$ cat src/rtl/boot_loader.sv
// Byte-stream boot loader: loads a length-prefixed, XOR-checksummed image into instruction ROM,
// then releases the CPU reset. Optional inter-byte timeout enabled by defining BOOT_TIMEOUT_EN.

`ifndef RstEnable
`define RstEnable 1'b1
`endif
`ifndef RstDisable
`define RstDisable 1'b0
`endif

module boot_loader #(
    parameter int unsigned ADDR_W      = 10,
    parameter int unsigned TIMEOUT_CYC = 65535
) (
    input  logic              clk_i,
    input  logic              rst_ni,
    input  logic              rx_valid_i,
    input  logic [7:0]        rx_data_i,
    output logic              rx_ready_o,
    output logic              rom_we_o,
    output logic [ADDR_W-1:0] rom_addr_o,
    output logic [31:0]       rom_wdata_o,
    output logic              cpu_rst_o,
    output logic              done_o,
    output logic              err_o
);

    localparam int unsigned CntW     = ADDR_W + 1;
    localparam logic [31:0] MaxWords = 32'd1 << ADDR_W;

    typedef enum logic [2:0] {
        StLenHi,
        StLenLo,
        StData,
        StCsum,
        StRun,
        StErr
    } state_e;

    state_e            state_q, state_d;
    logic [15:0]       len_q, len_d;
    logic [CntW-1:0]   word_cnt_q, word_cnt_d;
    logic [1:0]        byte_idx_q, byte_idx_d;
    logic [7:0]        csum_q, csum_d;
    logic [23:0]       asm_q, asm_d;
    logic              rx_ready_q, rx_ready_d;
    logic              rom_we_q, rom_we_d;
    logic [ADDR_W-1:0] rom_addr_q, rom_addr_d;
    logic [31:0]       rom_wdata_q, rom_wdata_d;
    logic              cpu_rst_q, cpu_rst_d;
    logic              done_q, done_d;
    logic              err_q, err_d;

    logic              accept;
    logic [15:0]       len_full;
    logic              last_word;

`ifdef BOOT_TIMEOUT_EN
    localparam int unsigned TmoW = $clog2(TIMEOUT_CYC + 1);
    logic [TmoW-1:0] tmo_q, tmo_d;
`endif

    assign accept    = rx_valid_i & rx_ready_q;
    assign len_full  = {len_q[15:8], rx_data_i};
    assign last_word = (32'(word_cnt_q) + 32'd1) == 32'(len_q);

    always_comb begin
        state_d     = state_q;
        len_d       = len_q;
        word_cnt_d  = word_cnt_q;
        byte_idx_d  = byte_idx_q;
        csum_d      = csum_q;
        asm_d       = asm_q;
        rom_we_d    = 1'b0;
        rom_addr_d  = rom_addr_q;
        rom_wdata_d = rom_wdata_q;

        unique case (state_q)
            StLenHi: begin
                if (accept) begin
                    len_d[15:8] = rx_data_i;
                    state_d     = StLenLo;
                end
            end
            StLenLo: begin
                if (accept) begin
                    len_d = len_full;
                    if (32'(len_full) > MaxWords) begin
                        state_d = StErr;
                    end else if (len_full == 16'd0) begin
                        state_d = StCsum;
                    end else begin
                        state_d = StData;
                    end
                end
            end
            StData: begin
                if (accept) begin
                    asm_d      = {asm_q[15:0], rx_data_i};
                    csum_d     = csum_q ^ rx_data_i;
                    byte_idx_d = byte_idx_q + 2'd1;
                    if (byte_idx_q == 2'd3) begin
                        rom_we_d    = 1'b1;
                        rom_wdata_d = {asm_q, rx_data_i};
                        rom_addr_d  = word_cnt_q[ADDR_W-1:0];
                        word_cnt_d  = word_cnt_q + 1'b1;
                        if (last_word) begin
                            state_d = StCsum;
                        end
                    end
                end
            end
            StCsum: begin
                if (accept) begin
                    state_d = (rx_data_i == csum_q) ? StRun : StErr;
                end
            end
            StRun, StErr: begin
            end
            default: state_d = StErr;
        endcase

`ifdef BOOT_TIMEOUT_EN
        tmo_d = '0;
        if (state_q inside {StLenLo, StData, StCsum} && !accept) begin
            tmo_d = tmo_q + 1'b1;
            if (tmo_d == TmoW'(TIMEOUT_CYC)) begin
                state_d = StErr;
            end
        end
`endif

        // Outputs are registered, so they are derived from the next state.
        rx_ready_d = state_d inside {StLenHi, StLenLo, StData, StCsum};
        done_d     = done_q | (state_d == StRun);
        err_d      = err_q | (state_d == StErr);
        cpu_rst_d  = (state_d == StRun) ? `RstDisable : `RstEnable;
    end

    always_ff @(posedge clk_i or negedge rst_ni) begin
        if (!rst_ni) begin
            state_q     <= StLenHi;
            len_q       <= '0;
            word_cnt_q  <= '0;
            byte_idx_q  <= '0;
            csum_q      <= '0;
            asm_q       <= '0;
            rx_ready_q  <= 1'b0;
            rom_we_q    <= 1'b0;
            rom_addr_q  <= '0;
            rom_wdata_q <= '0;
            cpu_rst_q   <= `RstEnable;
            done_q      <= 1'b0;
            err_q       <= 1'b0;
        end else begin
            state_q     <= state_d;
            len_q       <= len_d;
            word_cnt_q  <= word_cnt_d;
            byte_idx_q  <= byte_idx_d;
            csum_q      <= csum_d;
            asm_q       <= asm_d;
            rx_ready_q  <= rx_ready_d;
            rom_we_q    <= rom_we_d;
            rom_addr_q  <= rom_addr_d;
            rom_wdata_q <= rom_wdata_d;
            cpu_rst_q   <= cpu_rst_d;
            done_q      <= done_d;
            err_q       <= err_d;
        end
    end

`ifdef BOOT_TIMEOUT_EN
    always_ff @(posedge clk_i or negedge rst_ni) begin
        if (!rst_ni) begin
            tmo_q <= '0;
        end else begin
            tmo_q <= tmo_d;
        end
    end
`endif

    assign rx_ready_o  = rx_ready_q;
    assign rom_we_o    = rom_we_q;
    assign rom_addr_o  = rom_addr_q;
    assign rom_wdata_o = rom_wdata_q;
    assign cpu_rst_o   = cpu_rst_q;
    assign done_o      = done_q;
    assign err_o       = err_q;

endmodule

$ cat config.mk
export PLATFORM = sky130hd
export DESIGN_NAME = boot_loader
export DESIGN_NICKNAME = d
export VERILOG_FILES = /design/src/rtl/boot_loader.sv
export SDC_FILE = /design/constraint.sdc
export NUM_CORES = 1
export LEC_CHECK = 0
export BUFFER_PORTS_ARGS = -buffer_cell sky130_fd_sc_hd__buf_2
export CAP_MARGIN = 20
export CORE_MARGIN = 2
export CORE_UTILIZATION = 48
export DETAILED_ROUTE_END_ITERATION = 8
export MAX_ROUTING_LAYER = met4
export PLACE_DENSITY = 0.78
export SETUP_SLACK_MARGIN = 0.5
export SLEW_MARGIN = 20
export SYNTH_ARGS = -nofsm -noshare
export SYNTH_HDL_FRONTEND = slang
export SYNTH_SLANG_ARGS = --single-unit
$ cat constraint.sdc
create_clock -name clk_i -period 4.95 [get_ports clk_i]
set_input_delay 0.2475 -clock clk_i [delete_from_list [all_inputs] [get_ports clk_i]]
set_output_delay 0.2475 -clock clk_i [all_outputs]
set_load 0.02 [all_outputs]
==> impl_metrics.json, run 1 <==
{
  "status": "finished, final reports clean",
  "total_power_mw": 2.010,
  "antennaDiodeCount": 0,
  "layout_min_cycle_time_ns": 2.301,
  "muxShareOfSynthArea_pct": 4.232,
  "p_clk_share_pct": 27.6,
  "critPathSlowestCell": "dfrtp_1",
  "htreeDepth": 3,
  "clockRootBuffer": "clkbuf_8",
  "fp.coreArea_sq_mm": 0.009684,
  "overflow": 0,
  "dr_wl_met3_microns": 465,
  "critPathCaptureType": "register",
  "grt_first_pass_wirelength_microns": 17480,
  "drcViolationCount": 0,
  "power.combinational.fraction_pct": 16.0,
  "finalCritPeriodShare_pct": 46.49,
  "tns_ns": 0,
  "post_cts_buffers": 0,
  "drtAntennaViolNets": 0,
  "worstPathMaxFanout": 11,
  "start_util_pct": 49.15,
  "power_density_mw_per_mm2": 376.6,
  "highest-signal-layer": "met4",
  "synthFlopType": "dfrtp_1",
  "synth-edff-count": 0,
  "grt_max_degree": 68,
  "cp_slowest_stage_delay_ns": 0.50,
  "cts_buffers": 9,
  "critical_path.cell_chain": "ha_1 -> nor2b_1 -> or3_1 -> a31oi_1 -> o211ai_1 -> o31a_1 -> o21bai_2",
  "yosys.area_share.simple_pct": 23.74,
  "p_sw_mw": 0.5859,
  "ys_seq_area_share_pct": 58.39,
  "clk_latency_ns": 0.38,
  "worst_pin_slew_ns": 0.9207,
  "grt_antenna_before_repair": 0,
  "post_cts_resized": 0,
  "met2WireLength_microns": 4724,
  "maxSlewViolCount": 0,
  "io_pins": 58,
  "fillers": 874,
  "rsz0062_at_grt": "false",
  "slew_headroom_pct": 38.62,
  "first_iter_violations": 163,
  "p_seq_share_pct": 56.4,
  "portBuffers": 57,
  "synth_compound_area_share_pct": 2.918,
  "hold_violations": 0,
  "hold_path.class": "in -> reg",
  "skew_ns": 0.01230,
  "required_ns": 5.26,
  "ys_warn_count": 0,
  "num_vias": 3473,
  "fmax_ghz": 0.4346,
  "leakagePower_nw": 2.896,
  "grtUsageTotal_pct": 20.94,
  "syn_inst": 489,
  "dr.pass1.iters": 4,
  "async_flop_share_pct": 100.0,
  "dieArea_sq_mm": 0.01073,
  "crit_type": "reg -> reg",
  "ys_seq_elements": 111,
  "internal_power_mw": 1.424,
  "synth_fa_ha_area_share_pct": 0.5258,
  "vdd_drop_max_uv": 193.1,
  "drt-vias-per-instance": 5.153,
  "setup_viol": 0,
  "gp_congestion": 0.8516,
  "fp.dieH_microns": 103.6,
  "area_delta_synth_final_pct": 12.12,
  "cp_top_family": "compound AO/OA/AOI/OAI gates",
  "grt_pass1_vias": 3443,
  "synth-xor-area-share_pct": 7.545,
  "syn_area_sq_mm": 0.004760,
  "switching_share_pct": 29.15,
  "die_w_microns": 103.6,
  "cts_max_path_buffers": 2,
  "nNetsFinal": 549,
  "maxCapViolCount": 0,
  "place_hpwl_microns": 6733,
  "wl_microns": 10110,
  "clk_pin_slew_ns": 0.09,
  "cts_tree": "built",
  "arrival_ns": 2.61,
  "num_rows": 36,
  "syn_avg_cell_area_sq_um": 9.733,
  "crit_path_start_kind": "register",
  "met1_length_microns": 4733,
  "ys_types": 45,
  "syn_nets": 502,
  "crit_buf_inv": 0,
  "wl_per_cell_microns": 15.00,
  "clock_sinks": 111,
  "hold_buffers": 1,
  "synth_top_family_by_area": "simple AND/OR/NAND/NOR gates",
  "drive_gt1_share_pct": 18.11
}
## registers in the layout (all words and copies together), names as in the netlist
name / cells
rom_we_o: 1
word_cnt_q: 11
done_o: 1
byte_idx_q: 2
csum_q: 8
err_o: 1
cpu_rst_o: 1
asm_q: 24
rom_addr_o: 10
rx_ready_o: 1
state_q: 3
len_q: 16
rom_wdata_o: 32
## worst paths after layout
path	from	to	slack, ns	cells after the start
max	word_cnt_q[0]	err_o	2.65	7
min	rx_data_i[2]	rom_wdata_o[2]	0.16	3
max reg2reg	word_cnt_q[0]	err_o	2.65	7
min reg2reg	done_o	done_o	0.47	1
max in group asynchronous	rst_ni	rom_wdata_o[0]	3.29	3
min in group asynchronous	rst_ni	rom_wdata_o[25]	0.38	2
## worst register-to-register path, stage by stage (launching register included)
cell and delay [ns]:
dfrtp_1 0.50, ha_1 0.39, nor2b_1 0.19, or3_1 0.34, a31oi_1 0.19, o211ai_1 0.15
o31a_1 0.36, o21bai_2 0.11
## cell families after synthesis
logic type               count (synthesis)
multiplexers                            18
AO/OA/AOI/OAI                           20
XOR/XNOR                                41
adder cells (fa/ha/maj)                  2
buffers and inverters                   29
flip-flops                             111
AND/OR/NAND/NOR                        268
## cell type report
class	instances	area [sq um]	area share, %
clock buffer	11	131.4	2.462
clock inverter	5	65.06	1.219
inverter	4	15.01	0.2814
multi-input combinational	349	1859	34.84
sequential	111	2779	52.08
tap	133	166.4	3.118
timing repair buffer	61	320.3	6.002
## cells in the final DEF (no fill, tap or decap), types with 3 or more instances in the layout
| cell type | count |
|---|---|
| nand3_1 | 4 |
| nand4_1 | 4 |
| or3_1 | 3 |
| o21ai_0 | 5 |
| nor4_1 | 6 |
| xor2_1 | 19 |
| buf_2 | 56 |
| xnor2_1 | 22 |
| buf_4 | 4 |
| nor3_1 | 9 |
| dfrtp_1 | 110 |
| nor2_1 | 8 |
| and3_1 | 3 |
| clkbuf_8 | 9 |
| nand2_1 | 217 |
| inv_1 | 4 |
| a21oi_1 | 3 |
| mux2_2 | 17 |
## cells in the mapped netlist, types with 2 or more instances
cell type,instances,share of area [%]
nor3b_1,2,0.32
nor2b_1,2,0.26
a21oi_1,3,0.32
nand4_1,4,0.53
nor3_1,9,0.95
buf_1,4,0.32
buf_4,2,0.32
nor4_1,6,0.79
ha_1,2,0.53
nand2_1,217,17
nand3_1,5,0.53
or3_1,3,0.39
xor2_1,19,3.5
inv_1,4,0.32
mux2_2,17,4.0
clkbuf_1,11,0.87
and3_1,3,0.39
a31oi_1,2,0.26
dfrtp_1,110,58
buf_2,7,0.74
nor2_1,8,0.63
xnor2_1,22,4.0
o21ai_0,5,0.53
## stage by stage
step | setup WS, ns | utilization (%) | area, sq um | instances | hold slack [ns]
after CTS | 2.655 | 55.10 | 5336 | 674 | 0.1488
after global placement | 2.769 | 52.97 | 5130 | 657 | 0.2712
final | 2.649 | 55.10 | 5336 | 674 | 0.1569
after global routing | 2.531 | 55.10 | 5336 | 674 | 0.1679
after floorplan | 2.955 | - | 4760 | 489 | -0.04809
after detailed placement | 2.684 | 52.97 | 5130 | 657 | 0.2815
## power groups by stage
stage          Sequential [mW]  Clock, mW  Combinational (mW)
3_3_place_gp              1.14          0               0.309
4_1_cts                   1.13      0.563               0.324
2_1_floorplan             1.13          0               0.226
5_1_grt                   1.15      0.599               0.363
3_5_place_dp              1.15          0               0.319
6_report                  1.13      0.554               0.321
## metal layers
metal / GRT usage, % / up-vias
met5: - / -
met4: 8.301 / 0
met3: 4.154 / 13
met2: 30.61 / 91
met1: 29.05 / 1712
li1: - / 1657
Note: power is estimated with default switching activity, not from simulation.
==> inputs of run 2 (changes only) <==
--- a/config.mk
+++ b/config.mk
@@ -11,7 +11,7 @@
 export CORE_UTILIZATION = 48
 export DETAILED_ROUTE_END_ITERATION = 8
 export MAX_ROUTING_LAYER = met4
-export PLACE_DENSITY = 0.78
+export PLACE_DENSITY = 0.81
 export SETUP_SLACK_MARGIN = 0.5
 export SLEW_MARGIN = 20
 export SYNTH_ARGS = -nofsm -noshare
==> constraint.sdc (replaced) <==
create_clock -name clk_i -period 2.1 [get_ports clk_i]
set_input_delay 0.105 -clock clk_i [delete_from_list [all_inputs] [get_ports clk_i]]
set_output_delay 0.105 -clock clk_i [all_outputs]
set_load 0.02 [all_outputs]
==> run 2 against run 1 <==
Critical path type unchanged. Fmax increased by 23%. Count of clock-buffer cells in the layout decreased by 1. Largest cell class unchanged. Die area unchanged. Combinational power increased to 2.8 times the previous value. Worst hold slack got worse by 0.13 ns. Critical path depth unchanged.
==> impl_metrics.json, run 2 (synthesized netlist as in run 1, its figures left out) <==
{
  "r2r_end": "err_o",
  "dr.pass1.iters": 4,
  "hold_path.class": "in -> reg",
  "first_iter_violations": 201,
  "grt_antenna_before_repair": 0,
  "vdd_drop_max_uv": 430.1,
  "cts_tree": "built",
  "num_vias": 3557,
  "overflow": 0,
  "fillers": 810,
  "gp_congestion": 0.9158,
  "arrival_ns": 2.19,
  "cts_max_path_buffers": 2,
  "drt-vias-per-instance": 5.103,
  "grt_pass1_vias": 3545,
  "slew_headroom_pct": 64.05,
  "required_ns": 2.42,
  "reg2reg_slack_ns": 0.22,
  "start_util_pct": 49.15,
  "reg2reg_depth": 7,
  "htreeDepth": 3,
  "hold_end": "rom_wdata_o[7]",
  "area_delta_synth_final_pct": 18.32,
  "grtUsageTotal_pct": 20.54,
  "mostFrequentLayoutCell": "nand2_1",
  "maxCapViolCount": 0,
  "dp_slack_ns": 0.08526,
  "die_w_microns": 103.6,
  "clk_latency_ns": 0.38,
  "cts_buffers": 9,
  "maxSlewViolCount": 0,
  "hold_depth": 3,
  "total_power_mw": 4.853,
  "seqCellArea_sq_mm": 0.002785,
  "fin_cells": 697,
  "antennaDiodeCount": 0,
  "setup_viol": 0,
  "wl_microns": 10160,
  "crit-reg2reg-launch": "word_cnt_q[0]",
  "grt_max_degree": 44,
  "drcViolationCount": 0,
  "power_density_mw_per_mm2": 861.8,
  "critPathCaptureType": "register",
  "crit_path_start_kind": "register",
  "setup_ws_ns": 0.2246,
  "fp.coreArea_sq_mm": 0.009684,
  "io_pins": 58,
  "fp.dieH_microns": 103.6,
  "dieArea_sq_mm": 0.01073,
  "status": "finished, final reports clean",
  "nNetsFinal": 572,
  "rsz0062_at_grt": "true",
  "layout_min_cycle_time_ns": 1.875,
  "clk_pin_slew_ns": 0.11,
  "worst_pin_slew_ns": 0.5393,
  "finalCritPeriodShare_pct": 89.31,
  "worstPathMaxFanout": 9,
  "crit_type": "reg -> reg",
  "skew_ns": 0.01188,
  "leakagePower_nw": 3.015,
  "tns_ns": 0,
  "num_rows": 36,
  "final_area_sq_mm": 0.005632,
  "dp_cells": 667,
  "portBuffers": 57,
  "drive_gt1_share_pct": 25.00,
  "fmax_ghz": 0.5332,
  "place_hpwl_microns": 7046,
  "dpl-instance-area_sq_mm": 0.005231,
  "min-delay-start": "rx_data_i[7]",
  "clock_sinks": 111,
  "grt_first_pass_wirelength_microns": 17420,
  "wl_per_cell_microns": 14.58,
  "largest_reg_flops": 32,
  "final_cell_mix": "217 x nand2_1, 105 x dfrtp_1, 56 x buf_2, 24 x buf_4, 21 x xnor2_1",
  "hold_violations": 0,
  "multi_input_area_sq_mm": 0.001947,
  "clockRootBuffer": "clkbuf_8",
  "drtAntennaViolNets": 0
}
## run 2: cell count changes in the layout (fill, tap and decap cells not counted), moves of 2 or more
cell and delta:
dfrtp_2 +5, clkbuf_1 -2, inv_6 +2, nor4_1 -4, buf_4 +20, dfrtp_1 -5
nor4_2 +3
## run 2: how the worst max path moves through the flow
| stage | startpoint | to | slack [ns] | depth (start not counted) |
|---|---|---|---|---|
| 2_1_floorplan | word_cnt_q[1] | err_o | 0.28 | 8 |
| 3_3_place_gp | len_q[12] | err_o | 0.16 | 6 |
| 3_5_place_dp | word_cnt_q[0] | err_o | 0.09 | 7 |
| 4_1_cts | word_cnt_q[0] | err_o | 0.25 | 7 |
| 5_1_grt | word_cnt_q[0] | err_o | 0.15 | 7 |
| 6_report | word_cnt_q[0] | err_o | 0.22 | 7 |
## run 2: layout make-up
class / count / area share (%)
Clock buffer: 10 / 2.444
Clock inverter: 6 / 1.066
Inverter: 4 / 0.3333
Multi-Input combinational cell: 349 / 34.57
Sequential cell: 111 / 49.46
Tap cell: 133 / 2.955
Timing Repair Buffer: 84 / 9.176
## run 2: per-stage QoR
| step | hold WS [ns] | util (%) |
|---|---|---|
| 3_5_place_dp | 0.1266 | 54.02 |
| 4_1_cts | 0.01036 | 57.38 |
| 5_1_grt | 0.01853 | 58.15 |
| 3_3_place_gp | 0.1162 | 54.02 |
| 6_report | 0.02274 | 58.15 |
| 2_1_floorplan | -0.1906 | - |
## run 2: repair_timing
item,4_1_cts,5_1_grt
setup buffers,7,6
resized for setup,15,9
setup endpoints to repair,50,74
endpoints found under the hold margin,40,0
pin swaps,6,0
hold buffers,1,0
## run 2: power breakdown
| part | switching (mW) | total [mW] | internal [mW] |
|---|---|---|---|
| logic | 0.426 | 0.896 | 0.471 |
| registers | 0.279 | 2.70 | 2.42 |
| clock network | 0.767 | 1.26 | 0.494 |
## run 2: worst max-delay path: stages, from the launching register on
cell and delay [ns]:
dfrtp_2 0.45, ha_4 0.20, nor2b_1 0.12, or3_1 0.30, a31oi_1 0.16, o211ai_1 0.14, o31a_1 0.30, o21bai_2 0.13
## run 2: metal layers
| layer | global-route usage [%] | part of all wire [%] | vias up |
|---|---|---|---|
| li1 | - | - | 1715 |
| met2 | 31.88 | 48 | 104 |
| met1 | 27.72 | 45 | 1722 |
| met5 | - | 0 | - |
| met3 | 2.580 | 4.8 | 16 |
| met4 | 8.494 | 2.2 | 0 |
